**src/rtl/lcd_cmd_sequencer.sv**
```systemverilog
// HD44780 4-bit mode timing sequencer: power-up init, then byte writes as two
// E-strobed nibbles, with every delay counted in SYS_CLK cycles.
module lcd_cmd_sequencer #(
  parameter int P_PWRUP      = 1875000,
  parameter int P_INIT_WAIT  = 512500,
  parameter int P_INIT_SHORT = 12500,
  parameter int P_SETUP      = 10,
  parameter int P_EN_HIGH    = 60,
  parameter int P_NIB_GAP    = 125,
  parameter int P_CMD_WAIT   = 5000,
  parameter int P_CLR_WAIT   = 200000
) (
  input  logic       SYS_CLK,
  input  logic       SYS_RST_N,
  input  logic       CMD_VALID,
  input  logic       CMD_RS,
  input  logic [7:0] CMD_DATA,
  output logic       CMD_READY,
  output logic       INIT_DONE,
  output logic       LCD_RS,
  output logic       LCD_E,
  output logic [3:0] LCD_D,
  output logic [3:0] o_dbg_state
);

  // Handshake: a byte transfers on a rising edge where CMD_VALID and CMD_READY
  // are both high; CMD_RS/CMD_DATA are sampled on that edge only, and
  // CMD_VALID while CMD_READY is low is ignored (upstream keeps holding it).

  localparam int W_CNT = 21;

  // A state of P cycles loads P-1 and leaves when the counter reads zero.
  function automatic logic [W_CNT-1:0] cnt_load(input int p);
    return (p <= 1) ? '0 : W_CNT'(p - 1);
  endfunction

  localparam logic [W_CNT-1:0] L_PWRUP      = cnt_load(P_PWRUP);
  localparam logic [W_CNT-1:0] L_INIT_WAIT  = cnt_load(P_INIT_WAIT);
  localparam logic [W_CNT-1:0] L_INIT_SHORT = cnt_load(P_INIT_SHORT);
  localparam logic [W_CNT-1:0] L_SETUP      = cnt_load(P_SETUP);
  localparam logic [W_CNT-1:0] L_EN_HIGH    = cnt_load(P_EN_HIGH);
  localparam logic [W_CNT-1:0] L_NIB_GAP    = cnt_load(P_NIB_GAP);
  localparam logic [W_CNT-1:0] L_CMD_WAIT   = cnt_load(P_CMD_WAIT);
  localparam logic [W_CNT-1:0] L_CLR_WAIT   = cnt_load(P_CLR_WAIT);

  typedef enum logic [3:0] {
    S_PWRUP, S_INIT_NIB, S_IDLE, S_SETUP_HI, S_EN_HI_HI,
    S_GAP, S_SETUP_LO, S_EN_HI_LO, S_WAIT
  } state_t;

  function automatic logic [7:0] init_byte(input logic [2:0] step);
    logic [7:0] b;
    case (step)
      3'd4:    b = 8'h28;
      3'd5:    b = 8'h0C;
      3'd6:    b = 8'h01;
      3'd7:    b = 8'h06;
      default: b = 8'h00;
    endcase
    return b;
  endfunction

  state_t           r_state, w_state;
  logic [W_CNT-1:0] r_cnt, w_cnt, w_wait_ld;
  logic [2:0]       r_step, w_step;
  logic             r_rs, w_rs;
  logic [7:0]       r_data, w_data;
  logic             r_done, w_done;
  logic             r_ready, w_ready;
  logic             r_lcd_rs, w_lcd_rs;
  logic             r_lcd_e, w_lcd_e;
  logic [3:0]       r_lcd_d, w_lcd_d;
  logic             w_zero;

  assign w_zero = (r_cnt == '0);

  // Steps 0..3 are nibble-only init writes with their own fixed waits.
  always_comb begin
    w_wait_ld = L_CMD_WAIT;
    if (!r_done && (r_step < 3'd4)) begin
      case (r_step)
        3'd0:    w_wait_ld = L_INIT_WAIT;
        3'd1:    w_wait_ld = L_INIT_SHORT;
        default: w_wait_ld = L_CMD_WAIT;
      endcase
    end else if (!r_rs && ((r_data == 8'h01) || (r_data == 8'h02))) begin
      w_wait_ld = L_CLR_WAIT;
    end
  end

  always_comb begin
    w_state  = r_state;
    w_cnt    = w_zero ? '0 : r_cnt - W_CNT'(1);
    w_step   = r_step;
    w_rs     = r_rs;
    w_data   = r_data;
    w_done   = r_done;
    w_lcd_rs = r_lcd_rs;
    w_lcd_e  = r_lcd_e;
    w_lcd_d  = r_lcd_d;
    case (r_state)
      S_PWRUP: if (w_zero) begin
        w_state  = S_INIT_NIB;
        w_cnt    = L_SETUP;
        w_rs     = 1'b0;
        w_data   = 8'h30;
        w_lcd_rs = 1'b0;
        w_lcd_d  = 4'h3;
      end
      S_INIT_NIB: if (w_zero) begin
        w_state = S_EN_HI_LO;
        w_cnt   = L_EN_HIGH;
        w_lcd_e = 1'b1;
      end
      S_IDLE: if (CMD_VALID && r_ready) begin
        w_state  = S_SETUP_HI;
        w_cnt    = L_SETUP;
        w_rs     = CMD_RS;
        w_data   = CMD_DATA;
        w_lcd_rs = CMD_RS;
        w_lcd_d  = CMD_DATA[7:4];
      end
      S_SETUP_HI: if (w_zero) begin
        w_state = S_EN_HI_HI;
        w_cnt   = L_EN_HIGH;
        w_lcd_e = 1'b1;
      end
      S_EN_HI_HI: if (w_zero) begin
        w_state = S_GAP;
        w_cnt   = L_NIB_GAP;
        w_lcd_e = 1'b0;
      end
      S_GAP: if (w_zero) begin
        w_state = S_SETUP_LO;
        w_cnt   = L_SETUP;
        w_lcd_d = r_data[3:0];
      end
      S_SETUP_LO: if (w_zero) begin
        w_state = S_EN_HI_LO;
        w_cnt   = L_EN_HIGH;
        w_lcd_e = 1'b1;
      end
      S_EN_HI_LO: if (w_zero) begin
        w_state = S_WAIT;
        w_cnt   = w_wait_ld;
        w_lcd_e = 1'b0;
      end
      S_WAIT: if (w_zero) begin
        if (r_done) begin
          w_state = S_IDLE;
        end else if (r_step == 3'd7) begin
          w_state = S_IDLE;
          w_done  = 1'b1;
        end else begin
          // Advance the init list; RS/D change only here, with E already low.
          w_step   = r_step + 3'd1;
          w_cnt    = L_SETUP;
          w_rs     = 1'b0;
          w_lcd_rs = 1'b0;
          if (w_step < 3'd4) begin
            w_state = S_INIT_NIB;
            w_data  = {((w_step == 3'd3) ? 4'h2 : 4'h3), 4'h0};
          end else begin
            w_state = S_SETUP_HI;
            w_data  = init_byte(w_step);
          end
          w_lcd_d = w_data[7:4];
        end
      end
      default: w_state = S_PWRUP;
    endcase
    w_ready = (w_state == S_IDLE) && w_done;
  end

  always_ff @(posedge SYS_CLK or negedge SYS_RST_N) begin
    if (!SYS_RST_N) begin
      r_state  <= S_PWRUP;
      r_cnt    <= L_PWRUP;
      r_step   <= 3'd0;
      r_rs     <= 1'b0;
      r_data   <= 8'h00;
      r_done   <= 1'b0;
      r_ready  <= 1'b0;
      r_lcd_rs <= 1'b0;
      r_lcd_e  <= 1'b0;
      r_lcd_d  <= 4'h0;
    end else begin
      r_state  <= w_state;
      r_cnt    <= w_cnt;
      r_step   <= w_step;
      r_rs     <= w_rs;
      r_data   <= w_data;
      r_done   <= w_done;
      r_ready  <= w_ready;
      r_lcd_rs <= w_lcd_rs;
      r_lcd_e  <= w_lcd_e;
      r_lcd_d  <= w_lcd_d;
    end
  end

  assign CMD_READY   = r_ready;
  assign INIT_DONE   = r_done;
  assign LCD_RS      = r_lcd_rs;
  assign LCD_E       = r_lcd_e;
  assign LCD_D       = r_lcd_d;
  assign o_dbg_state = r_state;

endmodule
```
**config.mk**
```make
export PLATFORM = sky130hd
export DESIGN_NAME = lcd_cmd_sequencer
export DESIGN_NICKNAME = d
export VERILOG_FILES = /design/src/rtl/lcd_cmd_sequencer.sv
export SDC_FILE = /design/constraint.sdc
export NUM_CORES = 1
export LEC_CHECK = 0
export BUFFER_PORTS_ARGS = -buffer_cell sky130_fd_sc_hd__buf_2
export CAP_MARGIN = 20
export CORE_MARGIN = 2
export CORE_UTILIZATION = 46
export CTS_BUF_LIST = sky130_fd_sc_hd__clkbuf_8
export DETAILED_ROUTE_END_ITERATION = 10
export PLACE_DENSITY = 0.68
export SLEW_MARGIN = 10
export SYNTH_ARGS = -nofsm -noshare
export SYNTH_HDL_FRONTEND = slang
export SYNTH_SLANG_ARGS = --single-unit
```
**constraint.sdc**
```tcl
create_clock -name SYS_CLK -period 2.58 [get_ports SYS_CLK]
set_input_delay 0.516 -clock SYS_CLK [delete_from_list [all_inputs] [get_ports SYS_CLK]]
set_output_delay 0.516 -clock SYS_CLK [all_outputs]
set_load 0.01 [all_outputs]
```
# After elaboration in Yosys (flattened, before gate mapping)
# Cells that the tools add are included.
# W data, S select, Z words.
[classes] n_addsub=2 multipliers=0 n_div=0 n_lt_le_gt_ge=2 eq_ne=26 n_shift=0 mux=53 n_bitwise=2 n_reduce_logical=21
[ops] cell="$mux W21" count=10
[ops] cell="$pmux W21 S6" count=1
[ops] cell="$mux W4" count=14
[ops] cell="$mux W8" count=5
[ops] cell="$pmux W19 S2" count=1
[ops] cell="$pmux W4 S8" count=1
[ops] cell="$pmux W6 S4" count=1
[ops] cell="$pmux W8 S3" count=1
[ops] cell="$logic_not A21 Y1" count=1
[ops] cell="$sub A21 B1 Y21 const B" count=1
[ops] cell="$mux W18" count=1
[ops] cell="$eq A4 B3 Y1 const B" count=4
[ops] cell="$pmux W4 S4" count=1
[ops] cell="$eq A3 B3 Y1 const B" count=5
[ops] cell="$eq A4 B2 Y1 const B" count=3
[ops] cell="$ne A2 B2 Y1 const B" count=6
[ops] cell="$mux W1" count=11
[ops] cell="$eq A8 B1 Y1 const B" count=1
[ops] cell="$eq A8 B2 Y1 const B" count=1
[ops] cell="$reduce_and A7 Y1" count=1
[ops] cell="$lt A3 B3 Y1 const B" count=2
[ops] cell="$mux W2" count=3
[ops] cell="$mux W6" count=1
[ops] cell="$reduce_and A6 Y1" count=1
[ops] cell="other kinds (21)" count=29
[word_totals] regBits=44 latchBits=0 mem_bits_rw=0 mem_bits_ro=0 input_bits=12 out_inout_bits=12 elab_cells=115 n_memories=0

# Depth between registers and ports, before layout
# Gate-level depths: netlist (run 1).
[logic_depth] word_depth=9 depth_mapped=8 depth_no_buf=7

# Worst setup path before layout (run 1)
# Ideal clock, no wire load.
[synth_timing] kind="flip-flop to flip-flop" from="register r_cnt[0]" to="register r_lcd_d[0], in the netlist LCD_D[0]" setup_ps=125 t_arrival_ps=1884 required_time_ps=2455 slack_ps=571 path_stages_with_launch=9 n_path_buf=1 synth_period_minus_slack_ps=2009 cell_sequence="dfstp_2 > inv_1 > ha_1 > nor4b_4 > and3_1 > buf_6 > o2111ai_4 > a21boi_4 > mux2_4"
[synth_via] elab_chain_cells=3 elab_cells_between_ends=5 cone_classes="eq/ne (3); reduce/logical (2)"
[synth_rtl] element="start, declared" line="64" text="logic [W_CNT-1:0] r_cnt, w_cnt, w_wait_ld;"
[synth_rtl] element="start signal, assigned" line="189" text="r_cnt <= w_cnt;"
[synth_rtl] element="$logic_not A21 Y1 (*)" line="75" text="assign w_zero = (r_cnt == '0);"
[synth_rtl] element="$ne A2 B2 Y1 (no line)"
[synth_rtl] element="$reduce_and A7 Y1 (no line) (*)"
[synth_rtl] element="end signal, assigned" line="197" text="r_lcd_d <= w_lcd_d;"
[synth_rtl] element="end, declared" line="72" text="logic [3:0] r_lcd_d, w_lcd_d;"
# Mark *: on every way between the ends. The rest lies on a longest branch, timed or not.
# A chain may end at the register's enable or synchronous reset.

# Final worst setup path (run 1)
# Ends and elaborated chain as after synthesis.

==> flow_metrics.tcl, run 1 <==
set metrics [dict create \
    rr_startpoint "r_cnt[0]$_DFF_PN1_" \
    required_ns 2.76 \
    hold_buffers 0 \
    report.final.slew_viol_count 0 \
    skew_ns 0.00381 \
    endpoint "LCD_D[0]$_DFFE_PN0P_" \
    routed_wirelength_um 6770 \
    crit_arrival_ns 2.49 \
    final_cells 391 \
    finalCritPeriodShare 0.895 \
    coreArea_um2 5920 \
    drc 0 \
    synth.largest_area_cell "dfrtp_1" \
    worst_slack_ns 0.270 \
    grt_usage 0.217 \
    ff2ff_path_depth 7 \
    drive_gt1_frac 0.266 \
    detail-route-antenna-nets 0 \
    pin_count 24 \
    critical_path_class "reg -> reg" \
    h-tree-depth 2 \
    cp-startpoint "r_cnt[0]$_DFF_PN1_" \
    fin_crit_ns 2.31 \
    place.gp.congestion 0.872 \
    num_rows 28 \
    rsz0062_at_grt "no" \
    die_area_um2 6770 \
    drv_cap 0 \
    cts_buffer_depth 2 \
    grt_max_degree 21 \
    first_pass_iters 4 \
    p_leak_nw 1.29 \
    start_util 0.476 \
    routedWlPerCell_um 17.3 \
    antennaDiodeCount 0 \
    dp_cells 383 \
    regToRegSetupSlack_ns 0.27 \
    synth_edf_count 0 \
    fin_nets 336 \
    max-slew-margin-rel 0.696 \
    status "completed" \
    multi_input_area_um2 1580 \
    fin_util 0.530 \
    nFillCells 529 \
    regToRegEndpoint "LCD_D[0]$_DFFE_PN0P_" \
    synthArstFlopShare 1.00 \
    path_clk_slew_ns 0.08 \
    grt_overflow 0 \
    die_w_um 82.3 \
    end_kind "flip-flop" \
    clk_latency_ns 0.29 \
    cp_max_fo 6 \
    fmax_mhz 433 \
    synth_top_area_frac 0.284 \
    drt_iter0_drc 148 \
    ys_types 70 \
    ys_warn_count 0 \
    cts_tree "done" \
    viasPerCell 5.96 \
    grt_pass1_vias 2136 \
    start_kind "flip-flop" \
    total_power_mw 1.16 \
    grt_pass1_wl_um 11000 \
    antenna_found_initial 0 \
    finalSetupViolCount 0 \
    cts_root_buf "clkbuf_8" \
    ys_ff_latch 44 \
    area_delta_synth_final_pct 11.4 \
    post_cts_buffers 0 \
    yosysMostFrequentCell "dfrtp_1" \
    synth_area_leaders "dfrtp_1, dfstp_2, ha_1, nand2_1, xnor2_1" \
    cts_buffers 5 \
    portBuffers 23 \
    tightest_slew_ns 0.452 \
    power_density_nw_per_um2 371 \
    hold_class "in -> async" \
    synthCells 284 \
    clkSinkCount 44 \
    regArea_um2 1120 \
    vias 2330 \
    syn_nets 305 \
    ir_drop_mv 0.203 \
    synth_commonest_cells "dfrtp_1, nand2_1, nor2_1, o21ai_0, a21oi_1" \
    syn-cell-area_um2 2820 \
    dpl_worst_slack_ns 0.309 \
    synth_ff_type "dfrtp_1" \
    hold_viol 0 \
    tns_ns 0 \
    post-dp-hpwl_um 5050 \
    die_y_um 82.3 \
    yosysSeqAreaShare 0.396 \
    synth_area_per_cell_um2 9.93 \
    cts.repair.resized 0 \
]
-- area by class of cell --
type,instances,share of cell area
tap,75,0.0299
clock buffer,6,0.0263
multi-input combinational,216,0.503
inverter,12,0.0143
sequential,44,0.355
clock inverter,2,0.00319
timing repair buffer,36,0.0677
-- flip-flops by register name (all words and copies together) (netlist names) --
name and count:
LCD_D 4, o_dbg_state 4, r_step 3, r_data 8
LCD_RS 1, CMD_READY 1, r_cnt 21, INIT_DONE 1
LCD_E 1
-- cells in the final DEF (no fill, tap or decap), drive strengths merged, types with 5 or more instances in the layout --
cell type / Yosys / layout
xnor2: 11 / 11
inv: 12 / 12
ha: 9 / 9
o21ai: 22 / 22
nand2: 27 / 27
a22o: 5 / 5
nand4: 5 / 5
nor2: 22 / 22
mux2: 11 / 11
nor3: 15 / 15
dfstp: 12 / 12
or3: 5 / 5
xor2: 6 / 6
buf: 10 / 36
dfrtp: 32 / 32
clkbuf: 2 / 6
a21oi: 15 / 15
nor4: 6 / 6
o22ai: 5 / 5
-- per-layer routing --
layer | track usage | part of all wire | vias to the layer above
met5 | 0 | 0 | -
li1 | - | - | 1106
met4 | 0.0533 | 0.010 | 0
met3 | 0.0359 | 0.048 | 5
met2 | 0.323 | 0.46 | 69
met1 | 0.326 | 0.48 | 1150
-- worst min-delay path by stage --
stage | cells after the start | slack, ns | start | endpoint
2_1_floorplan | 0 | 0.22 | SYS_RST_N | CMD_READY$_DFF_PN0_
3_3_place_gp | 1 | 0.43 | SYS_RST_N | r_cnt[14]$_DFF_PN0_
3_5_place_dp | 1 | 0.44 | SYS_RST_N | r_cnt[14]$_DFF_PN0_
4_1_cts | 1 | 0.12 | SYS_RST_N | r_cnt[14]$_DFF_PN0_
5_1_grt | 1 | 0.13 | SYS_RST_N | r_cnt[14]$_DFF_PN0_
6_report | 1 | 0.11 | SYS_RST_N | r_cnt[14]$_DFF_PN0_
-- cells by family after synthesis --
logic type,synth area share
AND/OR/NAND/NOR,0.226
AO/OA/AOI/OAI,0.185
flip-flops,0.396
buffers and inverters,0.0439
XOR/XNOR,0.0528
multiplexers,0.0563
adder cells (fa/ha/maj),0.0399
-- report_power, final --
group / internal (mW) / leakage [nW] / switching (mW)
Combinational: 0.00797 / 0.713 / 0.0177
Sequential: 0.690 / 0.530 / 0
Clock: 0.214 / 0.0510 / 0.235
Total: 0.912 / 1.29 / 0.253
-- critical path, cell delays in order, from the launching register on --
cell	delay, ns
dfstp_2	0.39
inv_1	0.06
ha_1	0.20
nor4b_4	0.33
and3_1	0.41
o2111ai_4	0.19
a21boi_4	0.29
mux2_4	0.32
-- metrics by stage --
stage	instance area (µm²)	hold slack [ns]
6_report	3140	0.112
5_1_grt	3140	0.130
4_1_cts	3140	0.119
3_5_place_dp	3050	0.442
3_3_place_gp	3050	0.434
2_1_floorplan	2820	0.220
Power figures use the tool's default switching activity.
==> inputs of run 2 (changes only) <==
--- a/config.mk
+++ b/config.mk
@@ -5,13 +5,14 @@
 export SDC_FILE = /design/constraint.sdc
 export NUM_CORES = 1
 export LEC_CHECK = 0
-export BUFFER_PORTS_ARGS = -buffer_cell sky130_fd_sc_hd__buf_2
 export CAP_MARGIN = 20
 export CORE_MARGIN = 2
 export CORE_UTILIZATION = 46
 export CTS_BUF_LIST = sky130_fd_sc_hd__clkbuf_8
 export DETAILED_ROUTE_END_ITERATION = 10
-export PLACE_DENSITY = 0.68
+export DONT_BUFFER_PORTS = 1
+export GPL_TIMING_DRIVEN = 0
+export PLACE_DENSITY = 0.65
 export SLEW_MARGIN = 10
 export SYNTH_ARGS = -nofsm -noshare
 export SYNTH_HDL_FRONTEND = slang
==> run 2 against run 1 <==
  * Sequential share of layout area rose by 1.3 points
  * Die area did not move
  * Core utilization fell by 1.9 points
  * Combinational power fell by 50%
  * Flip-flop and latch count did not move
==> flow_metrics.tcl, run 2 (synthesized netlist as in run 1, its figures left out) <==
set metrics [dict create \
    largest_reg_flops 21 \
    cts_tree "done" \
    required_ns 2.80 \
    area_delta_synth_final_pct 7.32 \
    post-dp-hpwl_um 4940 \
    pin_count 24 \
    tns_ns 0 \
    p_leak_nw 1.18 \
    path_clk_slew_ns 0.09 \
    finalCritPeriodShare 0.897 \
    end_kind "flip-flop" \
    clkSinkCount 44 \
    coreArea_um2 5920 \
    nFillCells 545 \
    multi_input_area_um2 1580 \
    routedWlPerCell_um 18.5 \
    cts_buffers 5 \
    viasPerCell 5.92 \
    fin_util 0.511 \
    grt_pass1_wl_um 11200 \
    report.final.slew_viol_count 0 \
    placed_area_um2 2910 \
    post_cts_buffers 0 \
    start_util 0.476 \
    netSwitchingPower_mw 0.263 \
    drt_iter0_drc 164 \
    routed_wirelength_um 6800 \
    dpl_worst_slack_ns 0.303 \
    first_pass_iters 4 \
    p_comb_frac 0.011 \
    cts_buffer_depth 2 \
    fmax_mhz 432 \
    grt_max_degree 33 \
    regArea_um2 1120 \
    drive_gt1_frac 0.198 \
    max-slew-margin-rel 0.408 \
    reg.largest.list "r_cnt (21), r_data (8)" \
    status "completed" \
    cp-startpoint "r_cnt[0]$_DFF_PN1_" \
    grt_overflow 0 \
    final_common_cell "dfrtp_1" \
    critical_path_class "reg -> reg" \
    die_w_um 82.3 \
    finalSetupViolCount 0 \
    rsz0062_at_grt "no" \
    detail-route-antenna-nets 0 \
    top_register "r_cnt" \
    cts.repair.resized 0 \
    power_frac_clock 0.388 \
    place.gp.congestion 0.927 \
    hold_viol 0 \
    fin_crit_ns 2.31 \
    ir_drop_mv 0.194 \
    whs_ns 0.0308 \
    cp_max_fo 10 \
    antennaDiodeCount 0 \
    clk_latency_ns 0.31 \
    rr_startpoint "r_cnt[0]$_DFF_PN1_" \
    grt_usage 0.223 \
    crit_arrival_ns 2.54 \
    fin_nets 313 \
    switching_share 0.229 \
    regToRegSetupSlack_ns 0.27 \
    antenna_found_initial 0 \
    power_density_nw_per_um2 380 \
    drc 0 \
    portBuffers 0 \
    cts_root_buf "clkbuf_8" \
    h-tree-depth 2 \
    tightest_slew_ns 0.882 \
    start_kind "flip-flop" \
    die_y_um 82.3 \
    ff2ff_path_depth 8 \
    grt_pass1_vias 2127 \
    regToRegEndpoint "r_cnt[18]$_DFF_PN1_" \
    num_rows 28 \
    hold_class "in -> async" \
    skew_ns 0.0106 \
    worst_slack_ns 0.266 \
    seqPwrFrac 0.601 \
    layout_common_cells "dfrtp_1, nand2_1, nor2_1, o21ai_0, a21oi_1" \
    die_area_um2 6770 \
    intPower_mw 0.885 \
    vias 2177 \
    final_cell_area_um2 3030 \
    drv_cap 0 \
]
-- run 2: cell types whose count changed in the layout (fill, tap and decap cells not counted), sizes merged --
cell      previous run  this run
clkinvlp             0         2
clkinv               2         1
clkbuf               6         7
buf                 36        11
-- run 2: timing repair --
| action | in CTS | in global routing |
|---|---|---|
| hold buffers | 1 | 0 |
| hold endpoints to repair | 32 | 0 |
| endpoints found under the setup margin | 0 | 0 |
-- run 2: how the worst max path moves through the flow --
stage | end | slack, ns
after floorplan | LCD_D[0]$_DFFE_PN0P_ | 0.57
after global placement | LCD_D[0]$_DFFE_PN0P_ | 0.36
after detailed placement | LCD_D[1]$_DFFE_PN0P_ | 0.30
after CTS | LCD_D[1]$_DFFE_PN0P_ | 0.27
after global routing | r_cnt[15]$_DFF_PN1_ | 0.07
final | r_cnt[18]$_DFF_PN1_ | 0.27
-- run 2: routing by layer --
layer / track usage / wire (µm) / vias to the layer above
met5: 0 / 0 / -
met4: 0.0600 / 83 / 0
met3: 0.0402 / 337 / 6
met2: 0.335 / 3130 / 63
met1: 0.328 / 3250 / 1050
li1: - / - / 1058
-- run 2: stage by stage --
step	instances	power, mW
after CTS	368	1.16
after global routing	368	1.18
final	368	1.15
after global placement	359	0.703
after detailed placement	359	0.703
after floorplan	284	0.703
-- run 2: final cells by class --
class	count	area share
plain buffers	12	0.0260
clock buffers	5	0.0227
clock inverters	3	0.00785
inverters	12	0.0149
flip-flops and latches	44	0.369
well taps	75	0.0310
multi-input cells	216	0.522
repair buffers	1	0.00661
-- run 2: power by group through the flow --
stage | sequential, mW | combinational, mW | clock, mW
after detailed placement | 0.703 | 0.000161 | 0
after global routing | 0.690 | 0.0158 | 0.479
after floorplan | 0.703 | 0.000161 | 0
final | 0.690 | 0.0129 | 0.446
after CTS | 0.690 | 0.0138 | 0.456
after global placement | 0.703 | 0.000161 | 0
-- run 2: critical path, stage by stage, from the launching register on --
cell and delay [ns]:
dfstp_2 0.40, inv_1 0.06, ha_1 0.21, nor4b_4 0.35, nand4_2 0.31, nor2_2 0.31, buf_4 0.23, nand4_1 0.18
o21ai_0 0.16
==> inputs of run 3 (changes only) <==
--- a/config.mk
+++ b/config.mk
@@ -5,14 +5,14 @@
 export SDC_FILE = /design/constraint.sdc
 export NUM_CORES = 1
 export LEC_CHECK = 0
+export BUFFER_PORTS_ARGS = -buffer_cell sky130_fd_sc_hd__buf_2
 export CAP_MARGIN = 20
 export CORE_MARGIN = 2
 export CORE_UTILIZATION = 46
 export CTS_BUF_LIST = sky130_fd_sc_hd__clkbuf_8
 export DETAILED_ROUTE_END_ITERATION = 10
-export DONT_BUFFER_PORTS = 1
 export GPL_TIMING_DRIVEN = 0
-export PLACE_DENSITY = 0.65
+export PLACE_DENSITY = 0.68
 export SLEW_MARGIN = 10
 export SYNTH_ARGS = -nofsm -noshare
 export SYNTH_HDL_FRONTEND = slang
==> run 3 against run 2 <==
  * Combinational power grew 110%
  * Cell count grew 6.3%
  * Sequential power is essentially flat
  * Flip-flop and latch count is the same
  * Critical path type unchanged
  * Highest routed layer unchanged
==> flow_metrics.tcl, run 3 (synthesized netlist as in run 1, its figures left out) <==
set metrics [dict create \
    routedWlPerCell_um 17.5 \
    cts_tree "done" \
    fmax_mhz 432 \
    status "completed" \
    vias 2291 \
    placed_area_um2 3030 \
    portBuffers 23 \
    die_y_um 82.3 \
    hold_buffers 0 \
    rsz0062_at_grt "no" \
    final_common_cell "dfrtp_1" \
    drt_iter0_drc 167 \
    drive_gt1_frac 0.256 \
    grt_pass1_wl_um 11300 \
    routed_wirelength_um 6850 \
    cts_root_buf "clkbuf_8" \
    post-dp-hpwl_um 4950 \
    slowest_delay_ns 0.40 \
    first_pass_iters 4 \
    finalCritPeriodShare 0.898 \
    place.gp.congestion 0.868 \
    p_comb_frac 0.018 \
    clkSinkCount 44 \
    path_cells "inv_1 -> ha_1 -> nor4b_4 -> nand4_2 -> nor2_2 -> nand2_1 -> o22ai_1" \
    crit_arrival_ns 2.51 \
    cp_top_family "simple AND/OR/NAND/NOR gates" \
    ir_drop_mv 0.261 \
    start_util 0.476 \
    viasPerCell 5.86 \
    largest_reg_flops 21 \
    p_leak_nw 1.31 \
    whs_ns 0.127 \
    detail-route-antenna-nets 0 \
    cts_buffer_depth 2 \
    required_ns 2.78 \
    tns_ns 0 \
    max-slew-margin-rel 0.295 \
    coreArea_um2 5920 \
    end_kind "flip-flop" \
    drc 0 \
    power_density_nw_per_um2 451 \
    hold_class "in -> async" \
    finalSetupViolCount 0 \
    switching_share 0.182 \
    cts_buffers 5 \
    top_register "r_cnt" \
    num_rows 28 \
    grt_usage 0.219 \
    area_delta_synth_final_pct 13.8 \
    nFillCells 535 \
    reg.largest.list "r_cnt (21), r_data (8)" \
    pin_count 24 \
    worst-path-buf-inv 1 \
    final_cell_area_um2 3210 \
    intPower_mw 1.18 \
    tightest_slew_ns 1.05 \
    layout_common_cells "dfrtp_1, buf_2, nand2_1, nor2_1, o21ai_0" \
    critical_path_class "reg -> reg" \
    cts.repair.resized 0 \
    fin_crit_ns 2.32 \
    drv_cap 0 \
    die_area_um2 6770 \
    post_cts_buffers 0 \
    start_kind "flip-flop" \
    seqPwrFrac 0.477 \
    h-tree-depth 2 \
    grt_pass1_vias 2171 \
    clk_latency_ns 0.30 \
    antenna_found_initial 0 \
    die_w_um 82.3 \
    grt_overflow 0 \
    skew_ns 0.0136 \
    fin_nets 336 \
    slowest_stage "dfstp_2" \
    report.final.slew_viol_count 0 \
    cp_max_fo 6 \
    path_clk_slew_ns 0.10 \
    antennaDiodeCount 0 \
    netSwitchingPower_mw 0.263 \
    grt_max_degree 45 \
    hold_viol 0 \
    power_frac_clock 0.504 \
]
## run 3: cell types whose count changed in the layout (fill, tap and decap cells not counted), sizes merged
cell      delta
bufinv       +3
clkinvlp     -2
buf         +23
clkinv       -1
## run 3: cell type report
cell class | instances | area, µm² | share of cell area
buffer | 12 | 78.8 | 0.0246
inverter | 12 | 45.0 | 0.0140
sequential | 44 | 1120 | 0.348
tap | 75 | 93.8 | 0.0293
clock buffer | 5 | 68.8 | 0.0215
timing repair buffer | 24 | 135 | 0.0421
clock inverter | 3 | 90.1 | 0.0281
multi-input combinational | 216 | 1580 | 0.493
## run 3: final timing paths
| path | cells after the start | endpoint | slack [ns] | startpoint |
|---|---|---|---|---|
| max in group asynchronous | 2 | r_cnt[4]$_DFF_PN1_ | 1.90 | SYS_RST_N |
| hold / removal | 1 | CMD_READY$_DFF_PN0_ | 0.13 | SYS_RST_N |
| hold reg to reg | 2 | r_cnt[20]$_DFF_PN1_ | 0.47 | r_cnt[20]$_DFF_PN1_ |
| setup / recovery | 7 | r_cnt[6]$_DFF_PN0_ | 0.26 | r_cnt[0]$_DFF_PN1_ |
| setup reg to reg | 7 | r_cnt[6]$_DFF_PN0_ | 0.26 | r_cnt[0]$_DFF_PN1_ |
| min in group SYS_CLK | 2 | LCD_RS$_DFFE_PN0P_ | 0.44 | CMD_RS |
## run 3: worst register-to-register path, stage by stage, from the launching register on
cell and delay [ns]:
dfstp_2 0.40, inv_1 0.05, ha_1 0.22, nor4b_4 0.35, nand4_2 0.31, nor2_2 0.33, nand2_1 0.24, o22ai_1 0.31
## run 3: per-stage QoR
stage,utilization,cells,power [mW],setup WS (ns)
2_1_floorplan,-,284,0.703,0.571
6_report,0.542,391,1.45,0.264
3_5_place_dp,0.512,382,0.727,0.272
4_1_cts,0.538,390,1.45,0.252
5_1_grt,0.542,391,1.48,0.0684
3_3_place_gp,0.512,382,0.726,0.299
## run 3: power by group through the flow
stage | Clock, mW | Sequential [mW] | Combinational, mW
after global placement | 0 | 0.703 | 0.0235
after detailed placement | 0 | 0.703 | 0.0241
after floorplan | 0 | 0.703 | 0.000161
final | 0.730 | 0.690 | 0.0267
after CTS | 0.735 | 0.690 | 0.0240
after global routing | 0.757 | 0.690 | 0.0306
## run 3: layer usage
layer,vias up,track usage,part of all wire
met3,9,0.0359,0.048
met1,1106,0.324,0.48
li1,1110,-,-
met2,66,0.332,0.46
met4,0,0.0567,0.014
met5,-,0,0
